$ cat src/rtl/layer_seq_pkg.sv
// Shared types for the layer sequencer: FSM state encoding and the queued command layout.
package layer_seq_pkg;

  typedef enum logic [1:0] {
    SEQ_IDLE   = 2'd0,
    SEQ_LAUNCH = 2'd1,
    SEQ_RUN    = 2'd2,
    SEQ_ERR    = 2'd3
  } seq_state_e;

  localparam int SEQ_CMD_W = 4;

  // Stored in the FIFO as {mode, relu_en, last}.
  typedef struct packed {
    logic [1:0] mode;
    logic       relu_en;
    logic       last;
  } seq_cmd_t;

  function automatic logic [SEQ_CMD_W-1:0] pack_cmd(input logic [1:0] mode,
                                                    input logic       relu_en,
                                                    input logic       last);
    seq_cmd_t c;
    c.mode    = mode;
    c.relu_en = relu_en;
    c.last    = last;
    return c;
  endfunction

endpackage

$ cat src/rtl/seq_fifo.sv
// Synchronous FIFO with occupancy counter; DEPTH must be a power of two so pointers wrap naturally.
module seq_fifo #(
  parameter int WIDTH = 4,
  parameter int DEPTH = 4
) (
  input  logic             i_clk,
  input  logic             i_rst_n,
  input  logic             push,
  input  logic [WIDTH-1:0] wdata,
  input  logic             pop,
  output logic [WIDTH-1:0] rdata,
  output logic             full,
  output logic             empty
);

  localparam int AW = (DEPTH > 1) ? $clog2(DEPTH) : 1;
  localparam logic [AW:0] CNT_FULL = (AW + 1)'(DEPTH);

  logic [WIDTH-1:0] mem_q [DEPTH];
  logic [AW-1:0]    wr_ptr_q, wr_ptr_d;
  logic [AW-1:0]    rd_ptr_q, rd_ptr_d;
  logic [AW:0]      count_q, count_d;
  logic             do_push, do_pop;

  assign full  = (count_q == CNT_FULL);
  assign empty = (count_q == '0);
  assign rdata = mem_q[rd_ptr_q];

  always_comb begin
    do_push  = push & ~full;
    do_pop   = pop & ~empty;
    wr_ptr_d = wr_ptr_q;
    rd_ptr_d = rd_ptr_q;
    count_d  = count_q;
    if (do_push) wr_ptr_d = wr_ptr_q + 1'b1;
    if (do_pop)  rd_ptr_d = rd_ptr_q + 1'b1;
    case ({do_push, do_pop})
      2'b10:   count_d = count_q + 1'b1;
      2'b01:   count_d = count_q - 1'b1;
      default: count_d = count_q;
    endcase
  end

  always_ff @(posedge i_clk) begin
    if (!i_rst_n) begin
      wr_ptr_q <= '0;
      rd_ptr_q <= '0;
      count_q  <= '0;
    end else begin
      wr_ptr_q <= wr_ptr_d;
      rd_ptr_q <= rd_ptr_d;
      count_q  <= count_d;
    end
  end

  // Storage needs no reset: occupancy alone decides what is valid.
  always_ff @(posedge i_clk) begin
    if (do_push) mem_q[wr_ptr_q] <= wdata;
  end

endmodule

$ cat src/rtl/layer_seq.sv
// Layer sequencer: queues per-layer commands, launches them one at a time into the accelerator,
// counts completed layers and latches a sticky error if a layer never finishes.
module layer_seq
  import layer_seq_pkg::*;
#(
  parameter int DEPTH     = 4,
  parameter int TIMEOUT_W = 20,
  parameter int CNT_W     = 8
) (
  input  logic             i_clk,
  input  logic             i_rst_n,
  input  logic             i_cmd_valid,
  output logic             o_cmd_ready,
  input  logic [1:0]       i_cmd_mode,
  input  logic             i_cmd_relu_en,
  input  logic             i_cmd_last,
  output logic [1:0]       o_mode,
  output logic             o_relu_en,
  output logic             o_start,
  input  logic             i_finish,
  output logic             o_busy,
  output logic             o_layer_done,
  output logic             o_prog_done,
  output logic [CNT_W-1:0] o_layer_cnt,
  output logic             o_timeout
);

  // Command handshake: a command transfers on any cycle with i_cmd_valid & o_cmd_ready.
  // o_cmd_ready depends only on registered FIFO occupancy and FSM state.

  seq_state_e           state_q, state_d;
  logic [1:0]           mode_q, mode_d;
  logic                 relu_q, relu_d;
  logic                 last_q, last_d;
  logic                 start_q, start_d;
  logic                 busy_q, busy_d;
  logic                 layer_done_q, layer_done_d;
  logic                 prog_done_q, prog_done_d;
  logic [CNT_W-1:0]     cnt_q, cnt_d;
  logic                 timeout_q, timeout_d;
  logic [TIMEOUT_W-1:0] wd_q, wd_d;
  logic                 restart_q, restart_d;

  logic                 fifo_push, fifo_pop, fifo_full, fifo_empty;
  logic [SEQ_CMD_W-1:0] fifo_rdata;
  seq_cmd_t             head;

  assign o_cmd_ready = ~fifo_full & (state_q != SEQ_ERR);
  assign fifo_push   = i_cmd_valid & o_cmd_ready;
  assign fifo_pop    = (state_q == SEQ_IDLE) & ~fifo_empty;
  assign head        = seq_cmd_t'(fifo_rdata);

  seq_fifo #(
    .WIDTH (SEQ_CMD_W),
    .DEPTH (DEPTH)
  ) u_fifo (
    .i_clk   (i_clk),
    .i_rst_n (i_rst_n),
    .push    (fifo_push),
    .wdata   (pack_cmd(i_cmd_mode, i_cmd_relu_en, i_cmd_last)),
    .pop     (fifo_pop),
    .rdata   (fifo_rdata),
    .full    (fifo_full),
    .empty   (fifo_empty)
  );

  always_comb begin
    state_d      = state_q;
    mode_d       = mode_q;
    relu_d       = relu_q;
    last_d       = last_q;
    start_d      = 1'b0;
    busy_d       = 1'b0;
    layer_done_d = 1'b0;
    prog_done_d  = 1'b0;
    cnt_d        = cnt_q;
    timeout_d    = timeout_q;
    wd_d         = wd_q;
    restart_d    = restart_q;
    case (state_q)
      SEQ_IDLE: begin
        if (!fifo_empty) begin
          mode_d  = head.mode;
          relu_d  = head.relu_en;
          last_d  = head.last;
          start_d = 1'b1;
          busy_d  = 1'b1;
          state_d = SEQ_LAUNCH;
        end
      end
      SEQ_LAUNCH: begin
        wd_d    = '0;
        busy_d  = 1'b1;
        state_d = SEQ_RUN;
        // First launch after a completed program starts a fresh count.
        if (restart_q) begin
          cnt_d     = '0;
          restart_d = 1'b0;
        end
      end
      SEQ_RUN: begin
        wd_d = wd_q + 1'b1;
        if (i_finish) begin
          layer_done_d = 1'b1;
          prog_done_d  = last_q;
          restart_d    = last_q;
          cnt_d        = cnt_q + 1'b1;
          state_d      = SEQ_IDLE;
        end else if (&wd_q) begin
          timeout_d = 1'b1;
          state_d   = SEQ_ERR;
        end else begin
          busy_d = 1'b1;
        end
      end
      default: begin
        state_d = SEQ_ERR;
      end
    endcase
  end

  always_ff @(posedge i_clk) begin
    if (!i_rst_n) begin
      state_q      <= SEQ_IDLE;
      mode_q       <= '0;
      relu_q       <= 1'b0;
      last_q       <= 1'b0;
      start_q      <= 1'b0;
      busy_q       <= 1'b0;
      layer_done_q <= 1'b0;
      prog_done_q  <= 1'b0;
      cnt_q        <= '0;
      timeout_q    <= 1'b0;
      wd_q         <= '0;
      restart_q    <= 1'b0;
    end else begin
      state_q      <= state_d;
      mode_q       <= mode_d;
      relu_q       <= relu_d;
      last_q       <= last_d;
      start_q      <= start_d;
      busy_q       <= busy_d;
      layer_done_q <= layer_done_d;
      prog_done_q  <= prog_done_d;
      cnt_q        <= cnt_d;
      timeout_q    <= timeout_d;
      wd_q         <= wd_d;
      restart_q    <= restart_d;
    end
  end

  assign o_mode       = mode_q;
  assign o_relu_en    = relu_q;
  assign o_start      = start_q;
  assign o_busy       = busy_q;
  assign o_layer_done = layer_done_q;
  assign o_prog_done  = prog_done_q;
  assign o_layer_cnt  = cnt_q;
  assign o_timeout    = timeout_q;

endmodule

$ cat config.mk
export PLATFORM = sky130hd
export DESIGN_NAME = layer_seq
export DESIGN_NICKNAME = d
export VERILOG_FILES = /design/src/rtl/layer_seq_pkg.sv /design/src/rtl/seq_fifo.sv /design/src/rtl/layer_seq.sv
export SDC_FILE = /design/constraint.sdc
export NUM_CORES = 1
export LEC_CHECK = 0
export CAP_MARGIN = 30
export CORE_AREA = 2 2 67 85
export DETAILED_ROUTE_END_ITERATION = 8
export DIE_AREA = 0 0 69 87
export DONT_BUFFER_PORTS = 1
export GPL_TIMING_DRIVEN = 0
export PLACE_DENSITY = 0.74
export SETUP_SLACK_MARGIN = 0.3
export SYNTH_ARGS = -nofsm -noshare
export SYNTH_HDL_FRONTEND = slang
export SYNTH_SLANG_ARGS = --single-unit
$ cat constraint.sdc
create_clock -name i_clk -period 2.1 [get_ports i_clk]
set_input_delay 0.21 -clock i_clk [delete_from_list [all_inputs] [get_ports i_clk]]
set_output_delay 0.21 -clock i_clk [all_outputs]
set_load 0.05 [all_outputs]
==> results of run 1 <==
[cell type report]
type	count	share of cell area (%)
Clock inverter	2	0.282
Inverter	15	1.66
Timing Repair Buffer	26	6.00
Multi-Input combinational cell	187	42.9
Tap cell	64	2.26
Buffer	10	2.15
Sequential cell	63	40.5
Clock buffer	13	4.20
[state kept, by name, indices dropped and copies added (netlist names), 2 cells and up]
name / flops
u_fifo.wr_ptr_q: 2
wd_q: 20
u_fifo.mem_q: 16
u_fifo.count_q: 3
u_fifo.rd_ptr_q: 2
o_mode: 2
state_q: 2
o_layer_cnt: 8
[through the flow]
stage,hold WS [ns],TNS (ns),cells,area [sq um]
floorplan,0.309,0,274,2890
global placement,0.309,-0.991,338,2970
detailed placement,0.309,-1.25,339,2970
CTS,0.0473,0,373,3350
global route,0.0615,-0.0143,380,3550
finish,0.0696,0,380,3550
[report_power, final]
part,internal (mW),switching (mW),leakage [nW]
clock,0.451,0.430,0.0833
sequential,1.42,0.292,0.532
combinational,0.694,0.690,0.616
[critical path, delay by kind of cell (launching register included)]
family        cells  cell delay (ns)
mux               1             0.32
simple gates      3             0.73
flops             1             0.37
buf+inv           3             0.28
fa+ha+maj         1             0.25
[metal layers]
metal,share of wire (%),vias up,track usage (%)
li1,-,1043,-
met1,41,994,19.5
met2,54,33,35.0
met3,3.0,15,5.21
met4,1.8,0,8.56
met5,0,-,0
[cells in the mapped netlist (all sizes together) (5+ instances only)]
cell,instances
dfxtp,47
nor2,25
edfxtp,16
inv,15
nand2,14
o21ai,14
xnor2,14
a21oi,13
and2,12
ha,11
nand4,9
or3,9
nor2b,8
clkbuf,7
mux2i,7
nand3,7
xor2,6
nor3,5
nor4,5
[path summary, 6_finish.rpt]
check	end	slack, ns	depth (start not counted)
worst max-delay path	wd_q[19]$_SDFFE_PN0P_	0.04	8
worst min register to register	wd_q[18]$_SDFFE_PN0P_	0.50	2
worst max register to register	wd_q[19]$_SDFFE_PN0P_	0.04	8
worst min-delay path	o_layer_done$_SDFF_PN0_	0.07	1
[layout by cell type, fill, tap and decap left out, drive strengths merged, types with 5 or more instances in the layout]
| cell | count |
|---|---|
| dfxtp | 47 |
| nor2 | 25 |
| buf | 25 |
| clkbuf | 20 |
| edfxtp | 16 |
| inv | 15 |
| nand2 | 14 |
| xnor2 | 14 |
| o21ai | 14 |
| a21oi | 13 |
| and2 | 12 |
| ha | 11 |
| nand4 | 9 |
| or3 | 9 |
| nor2b | 8 |
| mux2i | 8 |
| nand3 | 7 |
| xor2 | 6 |
| nor3 | 5 |
| nor4 | 5 |
[kinds of logic (layout without fill, tap and decap cells)]
| logic type | count (synthesis) | in the layout | share of synthesized area [%] |
|---|---|---|---|
| AO/OA/AOI/OAI | 37 | 37 | 7.66 |
| multiplexers | 12 | 13 | 6.10 |
| XOR/XNOR | 20 | 20 | 6.23 |
| buffers and inverters | 25 | 66 | 3.43 |
| AND/OR/NAND/NOR | 105 | 105 | 20.4 |
| flip-flops | 63 | 63 | 50.6 |
| adder cells (fa/ha/maj) | 12 | 12 | 5.61 |
[what timing repair did]
| item | CTS | global route |
|---|---|---|
| gates cloned | 1 | 1 |
| endpoints found under the setup margin | 29 | 30 |
| resized for setup | 23 | 35 |
| endpoints found under the hold margin | 16 | 0 |
| pin swaps | 10 | 9 |
| buffers inserted | 14 | 6 |
| hold buffers | 4 | 0 |
==> impl_metrics.py, run 1 <==
metrics = {
    "floorplanning": {
        "die_h_um": 87,
        "die-area_sq_mm": 0.00600,
        "coreArea_sq_mm": 0.00526,
        "die_w_um": 69,
        "ioPinCount": 25,
        "num_rows": 30,
        "initial_utilization_pct": 53.5,
    },
    "timing": {
        "setup_slack_ns": 0.0431,
        "fin_crit_sh_pct": 97.9,
        "rsz0062_at_grt": "yes",
        "drv_slew": 0,
        "maxSlewHeadroom_pct": 57.5,
        "fmax_mhz": 486,
        "worst_pin_slew_ns": 0.636,
        "setup_viol": 0,
        "fin_crit_ns": 2.06,
        "finalHoldViolations": 0,
        "finClkSkew_ns": 0.00749,
    },
    "clock_network": {
        "cts_tree": "done",
        "cts_root_buf": "clkbuf_8",
        "clk_pin_slew_ns": 0.06,
        "numCtsBuffers": 9,
        "clock_latency_ns": 0.34,
        "cts_buffer_depth": 2,
        "h-tree-depth": 3,
        "cts.sinks": 63,
    },
    "critical_path": {
        "critical_path.startpoint": "state_q[0]$_SDFFE_PN0P_",
        "cp_cell_sequence": "inv_4 > ha_4 > buf_6 > nand4_1 > or4_4 > buf_8 > nor4_4 > mux2_4",
        "criticalPathCategory": "reg -> reg",
        "arrival_ns": 2.28,
        "end_kind": "flop",
        "required_ns": 2.32,
        "cpMaxStageDelayCell": "or4_4",
        "start_kind": "flop",
        "slowest_delay_ns": 0.46,
        "reg2reg_from": "state_q[0]$_SDFFE_PN0P_",
        "worstPathMaxFanout": 5,
    },
    "cells_and_area": {
        "multiInputGateArea_sq_mm": 0.00152,
        "drive_gt1_share_pct": 28.2,
        "fin_util_pct": 67.5,
        "syn2layout_area_growth_pct": 26.2,
        "fillCellCount": 377,
        "n_antenna_cell": 0,
        "finalNetCount": 332,
        "seqCellArea_sq_mm": 0.00144,
    },
    "global_routing": {
        "antenna_found_initial": 0,
        "grtUsageTotal_pct": 18.7,
        "grt_pass1_wl_mm": 8.85,
        "grt_pass1_vias": 1945,
        "grt_overflow": 0,
        "grt_max_degree": 11,
    },
    "power": {
        "powerDensity_mw_per_mm2": 1120,
        "ir_drop_mv": 0.478,
        "p_leak_nw": 1.23,
        "power.total_mw": 3.98,
    },
    "drt": {
        "post-route-drc-count": 0,
        "drt-initial-drc-count": 110,
        "routed_wirelength_mm": 5.48,
        "num_vias": 2085,
        "first_pass_iters": 5,
        "ant_nets": 0,
        "routedWlPerCell_um": 14.4,
        "routed_via_density": 5.49,
    },
    "synthesis": {
        "netlist_area_sq_mm": 0.00281,
        "ys_seq_area_share_pct": 50.6,
        "synth-seq-cells": 63,
        "ys_top_cells_by_area": "dfxtp_1 (33%), edfxtp_1 (17%), ha_1 (4.9%), xnor2_1 (4.4%), nor2_1 (3.3%)",
        "ys.flop_type": "dfxtp_1",
        "synth_top_area_share_pct": 33.5,
        "synth.distinct_cells": 40,
        "synthCells": 274,
        "synth_top_area_cell": "dfxtp_1",
        "ys_async_sr_fraction_pct": 0,
        "syn_nets": 294,
        "synth_warnings": 0,
        "synth_area_per_cell_sq_um": 10.3,
        "synth_edf_count": 16,
    },
    "outcome": {
        "status": "finished, final reports clean",
    },
    "min_path": {
        "hp-start": "i_finish",
        "min_path_type": "in -> reg",
    },
    "run": {
        "cap_violations": 0,
    },
    "place": {
        "routabilityCongestion": 0.719,
        "portBuffers": 0,
        "preCtsSetupSlack_ns": -0.233,
        "dpl.hpwl_mm": 3.52,
    },
}
Note: power is estimated with default switching activity, not from simulation.
==> run 2, diff against run 1 <==
MAX_ROUTING_LAYER = met4   (was not set)
SLEW_MARGIN = 20   (was not set)
==> run 2 against run 1 <==
Net effect: sequential share of layout area unchanged; first-iteration DRC count down 11%; register-to-register slack about the same; non-clock buffer count unchanged; wire length up 0.71%; fmax about the same; highest routed layer unchanged; worst setup slack worse by 0.0013 ns; via count up 0.14%; sequential cell count unchanged; power about the same; cell area unchanged; cell count unchanged.
==> impl_metrics.py, run 2 (synthesized netlist as in run 1, its figures left out) <==
metrics = {
    "critical_path": {
        "worstRegToRegCells": 8,
        "start_kind": "flop",
        "criticalPathCategory": "reg -> reg",
        "worstPathMaxFanout": 5,
        "reg2reg_from": "state_q[0]$_SDFFE_PN0P_",
        "critical_path.startpoint": "state_q[0]$_SDFFE_PN0P_",
        "timing.rr.end": "wd_q[19]$_SDFFE_PN0P_",
        "timing.critical_path.to": "wd_q[19]$_SDFFE_PN0P_",
        "reg2reg_setup_slack_ns": 0.04,
        "arrival_ns": 2.29,
        "required_ns": 2.33,
        "end_kind": "flop",
    },
    "cells_and_area": {
        "fin_util_pct": 67.5,
        "syn2layout_area_growth_pct": 26.2,
        "final_cell_mix": "dfxtp_1 (39), nor2_1 (25), buf_4 (19)",
        "drive_gt1_share_pct": 28.2,
        "largest_reg_flops": 20,
        "n_antenna_cell": 0,
        "stdcell_area_sq_mm": 0.00355,
        "finalNetCount": 332,
        "layout_commonest_cell": "dfxtp_1",
        "largest-register": "wd_q",
    },
    "global_routing": {
        "grtUsageTotal_pct": 19.4,
        "grt_overflow": 0,
        "grt_pass1_vias": 1940,
        "grt_max_degree": 11,
        "grt_pass1_wl_mm": 8.86,
        "antenna_found_initial": 0,
    },
    "floorplanning": {
        "num_rows": 30,
        "die_h_um": 87,
        "die_w_um": 69,
        "ioPinCount": 25,
        "die-area_sq_mm": 0.00600,
        "initial_utilization_pct": 53.5,
        "coreArea_sq_mm": 0.00526,
    },
    "power": {
        "power.total_mw": 3.98,
        "swShare_pct": 35.5,
        "p_comb_share_pct": 34.8,
        "switchingPower_mw": 1.41,
        "seq_power_share_pct": 43.0,
        "p_int_mw": 2.57,
        "powerDensity_mw_per_mm2": 1120,
        "p_leak_nw": 1.23,
        "p_clk_share_pct": 22.2,
        "ir_drop_mv": 0.480,
    },
    "timing": {
        "fin_crit_sh_pct": 98.0,
        "fin_hold_ws_ns": 0.0675,
        "finalHoldViolations": 0,
        "rsz0062_at_grt": "yes",
        "setup_viol": 0,
        "finClkSkew_ns": 0.00785,
        "fmax_mhz": 486,
        "setup_slack_ns": 0.0418,
        "maxSlewHeadroom_pct": 57.4,
        "fin_crit_ns": 2.06,
        "worst_pin_slew_ns": 0.638,
        "drv_slew": 0,
    },
    "drt": {
        "routed_via_density": 5.49,
        "routed_wirelength_mm": 5.52,
        "first_pass_iters": 4,
        "drt-initial-drc-count": 98,
        "ant_nets": 0,
        "routedWlPerCell_um": 14.5,
        "num_vias": 2088,
        "post-route-drc-count": 0,
    },
    "clock_network": {
        "numCtsBuffers": 9,
        "cts_buffer_depth": 2,
        "h-tree-depth": 3,
        "cts_tree": "done",
        "cts_root_buf": "clkbuf_8",
        "clk_pin_slew_ns": 0.06,
        "clock_latency_ns": 0.34,
        "cts.sinks": 63,
    },
    "run": {
        "cap_violations": 0,
    },
    "place": {
        "place_area_sq_mm": 0.00297,
        "portBuffers": 0,
        "routabilityCongestion": 0.728,
        "preCtsSetupSlack_ns": -0.233,
        "dpl.hpwl_mm": 3.52,
    },
    "min_path": {
        "hold-path-cell-count": 1,
        "min_path_type": "in -> reg",
    },
    "outcome": {
        "status": "finished, final reports clean",
    },
}
-- run 2: layer usage --
metal | vias up | global-route usage, % | part of all wire, %
li1 | 1043 | - | -
met1 | 1000 | 19.5 | 41
met2 | 34 | 35.0 | 54
met3 | 11 | 5.90 | 3.4
met4 | 0 | 8.02 | 1.7
met5 | - | - | 0
-- run 2: worst min-delay path by stage --
stage | startpoint | endpoint
after floorplan | i_cmd_last | u_fifo.mem_q[0][0]$_DFFE_PP_
after global placement | i_cmd_mode[1] | u_fifo.mem_q[2][3]$_DFFE_PP_
after detailed placement | i_cmd_mode[1] | u_fifo.mem_q[3][3]$_DFFE_PP_
after CTS | i_finish | o_layer_done$_SDFF_PN0_
after global routing | i_finish | o_layer_done$_SDFF_PN0_
final | i_finish | o_layer_done$_SDFF_PN0_
-- run 2: area by class of cell --
cell class                 count  area [sq um]
clock inverter                 2          10.0
clock buffer                  13           149
buffer                        10          76.3
sequential                    63          1440
timing repair buffer          26           213
fill                         377          1710
tap                           64          80.1
inverter                      15          58.8
multi-input combinational    187          1520
-- run 2: timing repair --
action,in CTS,in global routing
setup buffers,14,6
hold buffers,4,0
gates resized for setup,23,35
pin swaps,10,9
endpoints found under the setup margin,29,30
hold endpoints to repair,16,0
gates cloned,1,1
-- run 2: power by group through the flow --
stage               clock [mW]  combinational, mW  sequential, mW
floorplan                    0              0.832            1.71
global placement             0              0.973            1.73
detailed placement           0               1.01            1.74
CTS                      0.905               1.18            1.71
global route             0.962               1.52            1.73
finish                   0.883               1.38            1.71
-- run 2: metrics by stage --
stage	setup TNS, ns	cells
2_1_floorplan	0	274
3_3_place_gp	-0.991	338
3_5_place_dp	-1.25	339
4_1_cts	0	373
5_1_grt	-0.0143	380
6_report	0	380
-- run 2: critical path: stages, from the launching register on --
cell,delay [ns]
dfxtp_4,0.37
inv_4,0.04
ha_4,0.25
buf_6,0.09
nand4_1,0.12
or4_4,0.46
buf_8,0.15
nor4_4,0.15
mux2_4,0.32
==> RTL change 1, RTL diff (config.mk and constraints of run 1) <==
Encoding of `seq_state_e`: now Gray code (2 bits for 4 states).
--- a/src/rtl/layer_seq_pkg.sv
+++ b/src/rtl/layer_seq_pkg.sv
@@ -2,10 +2,10 @@
 package layer_seq_pkg;
 
   typedef enum logic [1:0] {
-    SEQ_IDLE   = 2'd0,
-    SEQ_LAUNCH = 2'd1,
-    SEQ_RUN    = 2'd2,
-    SEQ_ERR    = 2'd3
+    SEQ_IDLE   = 2'b00,
+    SEQ_LAUNCH = 2'b01,
+    SEQ_RUN    = 2'b11,
+    SEQ_ERR    = 2'b10
   } seq_state_e;
 
   localparam int SEQ_CMD_W = 4;
Formal check against the unedited RTL: no difference found for any inputs over 10 cycles, from zero or initial values and one cycle with i_rst_n low; not proved beyond that.
==> RTL change 1 against run 1 <==
Routed wire length is 6.4% lower; hold slack worse by 0.053 ns; synthesized area is 0.40% lower; largest cell class is now flip-flops and latches; setup slack improved by 0.073 ns; final area decreased by 6.7%; critical endpoint is now u_fifo.count_q[2]; sequential cell count unchanged; critical path type unchanged; total power grew 4.8%; count of clock-buffer cells in the layout down 4.
==> RTL change 1: results (changes against run 1) <==
.. list-table::
   :header-rows: 1

   * - Metric
     - Value
   * - Number of search-and-repair iterations in the first detailed-routing pass
     - 4 (-1)
   * - Post-synthesis share of cell area spent on full adders, half adders and majority gates
     - 3.84% (-1.8 points)
   * - Worst slew margin relative to its limit
     - 59.0% (+1.5 points)
   * - Crit Path Max Fanout
     - 3 (-2)
   * - HPWL after DPL
     - 3.54 mm (+0.46%)
   * - Number of enable flip-flop cells after synthesis
     - 16 (unchanged)
   * - Proportion of synthesized area in mux cells
     - 5.45% (-0.65 points)
   * - Leakage
     - 1.18 nW (-4.3%)
   * - Complex-gate fraction of the synthesized area
     - 6.66% (-1.0 points)
   * - Worst setup path endpoint
     - u_fifo.count_q[2]
   * - Worst clock skew on the final layout
     - 0.00605 ns (-0.00144 ns)
   * - Xor and xnor fraction of the mapped netlist area
     - 7.20% (+0.96 points)
   * - Hold Path Origin
     - i_rst_n
   * - Area contributors post-synth
     - sky130_fd_sc_hd__dfxtp_1 (34%), sky130_fd_sc_hd__edfxtp_1 (17%), sky130_fd_sc_hd__xor2_1 (4.1%), sky130_fd_sc_hd__mux4_2 (3.2%), sky130_fd_sc_hd__ha_1 (3.1%)
   * - Via count of the first global-routing pass
     - 1,938 (-0.36%)
   * - Cell count of the worst reg-to-reg path
     - 10 (+2)
   * - VDD IR max
     - 0.946 mV (+98%)
   * - Fraction of layout cells with a size suffix above 1
     - 22.4% (-5.8 points)
   * - Post-CTS sizing
     - 10 (-57%)
   * - Filler cell count
     - 432 (+15%)
   * - Global placer's final weighted congestion
     - 0.760 (+5.6%)
   * - Yosys warning count
     - 0 (unchanged)
   * - Max Root-Sink Buffers
     - 2 (unchanged)
   * - Pin count of the biggest net entering global routing
     - 14 (+3)
   * - Final #Nets
     - 306 (-7.8%)
   * - Register-to-register setup slack
     - 0.12 ns (+0.07 ns)
   * - Seq/Total Area, Yosys
     - 50.8% (+0.20 points)
   * - Worst hold slack
     - 0.0171 ns (-0.0525 ns)
   * - Vias per Instance
     - 5.39 (-1.7%)
   * - Result of the run
     - finished clean
   * - Wire length of the first global-routing pass
     - 8.91 mm (+0.78%)
   * - Arrival time of data at the critical path endpoint
     - 2.25 ns (-0.03 ns)
   * - Worst Hold Depth
     - 2 (+1)
   * - Cell types with the highest counts after synthesis
     - sky130_fd_sc_hd__dfxtp_1 (47), sky130_fd_sc_hd__nor2_1 (22), sky130_fd_sc_hd__edfxtp_1 (16), sky130_fd_sc_hd__nand2_1 (16)
   * - Hold_buf cts
     - 5 (+1)
   * - Post-synthesis cell type count
     - 49 (+23%)
   * - Synthesized net count
     - 282 (-4.1%)
RTL change 1: cell type report:
class / count / share of cell area (%)
Multi-Input combinational cell: 181 / 40.3
Sequential cell: 63 / 43.2
Tap cell: 64 / 2.42
Clock inverter: 7 / 3.14
Inverter: 11 / 1.25
Clock buffer: 9 / 3.74
Buffer: 11 / 2.61
Timing Repair Buffer: 13 / 3.33
RTL change 1: metal layers:
metal / global-route usage, % / wire length, um / up-vias
met5: 0 / 0 / -
met4: 10.7 / 75 / 0
met3: 4.63 / 148 / 6
met2: 32.5 / 2660 / 26
met1: 22.0 / 2250 / 916
li1: - / - / 988
RTL change 1: worst max-delay path: stages (launching register included):
cell and delay (ns):
sky130_fd_sc_hd__dfxtp_1 0.32, sky130_fd_sc_hd__clkbuf_8 0.15, sky130_fd_sc_hd__nor2_4 0.10, sky130_fd_sc_hd__and2_4 0.15, sky130_fd_sc_hd__buf_8 0.09, sky130_fd_sc_hd__ha_4 0.12
sky130_fd_sc_hd__inv_2 0.03, sky130_fd_sc_hd__fa_2 0.33, sky130_fd_sc_hd__xor2_1 0.15, sky130_fd_sc_hd__or3_1 0.33, sky130_fd_sc_hd__a21boi_2 0.14
RTL change 1: through the flow:
stage          std cells  utilization [%]  total power [mW]  setup slack, ns  instance area (um2)
2_1_floorplan        266                -              2.58            0.203                 2840
3_3_place_gp         330             55.5              2.75           0.0232                 2920
3_5_place_dp         330             55.5              2.78          -0.0621                 2920
4_1_cts              358             62.4              4.16            0.103                 3280
5_1_grt              359             63.0              4.41          0.00131                 3310
6_report             359             63.0              4.17            0.116                 3310
RTL change 1: report_power, final:
| part | switching (mW) | internal [mW] |
|---|---|---|
| Clock | 0.500 | 0.682 |
| Combinational | 0.635 | 0.675 |
| Sequential | 0.249 | 1.43 |
| Total | 1.38 | 2.79 |
==> RTL change 2, RTL diff (settings of run 1) <==
Without the edit above. Register the output `o_layer_cnt` once more; this adds one clock of latency there. The other outputs are not delayed to match.
--- a/src/rtl/layer_seq.sv
+++ b/src/rtl/layer_seq.sv
@@ -155,7 +155,9 @@
   assign o_busy       = busy_q;
   assign o_layer_done = layer_done_q;
   assign o_prog_done  = prog_done_q;
-  assign o_layer_cnt  = cnt_q;
+  always_ff @(posedge i_clk) begin
+    o_layer_cnt <= cnt_q;
+  end
   assign o_timeout    = timeout_q;
 
 endmodule
Function: changed (Yosys sat finds a counterexample within 10 cycles, from zero or initial values and one cycle with i_rst_n low).
==> RTL change 2 against run 1 <==
Die area unchanged; total power grew 18%; sequential cell count up 8; routed wire length is 6.0% higher; critical path type unchanged; setup slack improved by 0.028 ns; final area up 6.1%; core utilization increased by 4.1 points; synthesized area up 6.0%; non-clock buffer count is 4 lower.
==> RTL change 2: results (changes against run 1) <==
.. list-table::
   :header-rows: 1

   * - Metric
     - Value
   * - Result of the run
     - finished clean
   * - Met1 Track Usage GR
     - 24.8% (+5.3 points)
   * - Area contributors post-synth
     - sky130_fd_sc_hd__dfxtp_1 (37%), sky130_fd_sc_hd__edfxtp_1 (16%), sky130_fd_sc_hd__xnor2_1 (4.7%), sky130_fd_sc_hd__ha_1 (4.6%), sky130_fd_sc_hd__nor2_1 (4.4%)
   * - Final #Nets
     - 334 (+0.60%)
   * - Pin count of the biggest net entering global routing
     - 14 (+3)
   * - Worst clock skew on the final layout
     - 0.00846 ns (+0.000974 ns)
   * - Worst setup path endpoint
     - wd_q[14]
   * - Worst slew margin relative to its limit
     - 65.3% (+7.8 points)
   * - Hold Path Origin
     - i_finish
   * - Synthesized net count
     - 301 (+2.4%)
   * - Via count of the first global-routing pass
     - 1,953 (+0.41%)
   * - Routed length per placed instance
     - 15.2 um (+5.2%)
   * - GR met2 Demand/Resource
     - 33.7% (-1.2 points)
   * - Vias per Instance
     - 5.54 (+0.98%)
   * - Post-placement cell count
     - 346 (+2.1%)
   * - Arrival time of data at the critical path endpoint
     - 2.32 ns (+0.04 ns)
   * - Global placer's final weighted congestion
     - 0.755 (+4.9%)
   * - Register-to-register setup slack
     - 0.07 ns (+0.03 ns)
   * - Fraction of layout cells with a size suffix above 1
     - 28.5% (+0.36 points)
   * - Global-route track usage on met3
     - 4.40% (-0.81 points)
   * - Post-synthesis instance total
     - 281 (+2.6%)
   * - All-layer global routing usage
     - 20.2% (+1.5 points)
   * - Wire length of the first global-routing pass
     - 9.44 mm (+6.7%)
   * - Seq/Total Area, Yosys
     - 53.1% (+2.5 points)
   * - Vias
     - 2,122 (+1.8%)
   * - Violation count after the first detailed-routing iteration
     - 145 (+32%)
   * - Cell types with the highest counts after synthesis
     - sky130_fd_sc_hd__dfxtp_1 (55), sky130_fd_sc_hd__nor2_1 (35), sky130_fd_sc_hd__edfxtp_1 (16), sky130_fd_sc_hd__xnor2_1 (16), sky130_fd_sc_hd__inv_1 (15)
   * - VDD IR max
     - 0.822 mV (+72%)
## RTL change 2: changes by cell type in the layout (fill, tap and decap cells not counted), sizes merged, moves of 5 or more
cell and delta:
nor2b -6, or3 -6, nor2 +10, o21ai -10
and2 -6, or4 +5, dfxtp +8
## RTL change 2: how the worst min path moves through the flow
stage | end | slack (ns) | cells past startpoint
6_report | o_layer_done | 0.04 | 1
5_1_grt | o_layer_done | 0.02 | 1
4_1_cts | o_layer_done | 0.03 | 1
3_5_place_dp | u_fifo.mem_q[0][2] | 0.31 | 0
3_3_place_gp | u_fifo.mem_q[2][2] | 0.31 | 0
2_1_floorplan | u_fifo.mem_q[0][0] | 0.31 | 0
## RTL change 2: metal layers
metal | vias up | part of all wire (%)
met1 | 1016 | 43
met2 | 32 | 53
li1 | 1065 | -
met4 | 0 | 1.9
met5 | - | 0
met3 | 9 | 2.7
## RTL change 2: worst max-delay path, stage by stage, from the launching register on
cell and delay [ns]:
sky130_fd_sc_hd__dfxtp_4 0.39, sky130_fd_sc_hd__inv_4 0.05, sky130_fd_sc_hd__ha_4 0.26, sky130_fd_sc_hd__buf_8 0.12, sky130_fd_sc_hd__nand3_2 0.07, sky130_fd_sc_hd__or4_4 0.42
sky130_fd_sc_hd__buf_8 0.14, sky130_fd_sc_hd__or4_1 0.45, sky130_fd_sc_hd__nand2_1 0.07
## RTL change 2: area by class of cell
type / count / area [um2]
fill: 361 / 1490
clock buffer: 10 / 128
timing repair buffer: 22 / 194
clock inverter: 6 / 90.1
sequential: 71 / 1610
buffer: 10 / 90.1
inverter: 16 / 65.1
multi-input combinational: 184 / 1510
tap: 64 / 80.1
## RTL change 2: cell families after synthesis
group,after synthesis,synth area share (%)
buf+inv,26,3.32
simple gates,105,18.3
fa+ha+maj,12,5.29
xor+xnor,22,6.47
compound gates,33,7.73
mux,12,5.76
flops,71,53.1
## RTL change 2: stage by stage
step                      util, %  cell area, um2  worst slack, ns
after detailed placement     59.9            3150           0.0380
after CTS                    68.2            3580            0.129
final                        71.6            3760           0.0708
after floorplan                 -            3060            0.176
after global routing         71.6            3760           0.0128
after global placement       59.7            3140           0.0651
## RTL change 2: repair_timing
item,4_1_cts,5_1_grt
hold buffers,5,0
buffers inserted,9,7
pin swaps,2,7
resized for setup,26,38
setup endpoints to repair,28,28
endpoints found under the hold margin,18,0
## RTL change 2: power breakdown
part	total, mW	switching, mW	internal (mW)
clock	1.20	0.518	0.679
combinational	1.59	0.800	0.794
sequential	1.89	0.308	1.58
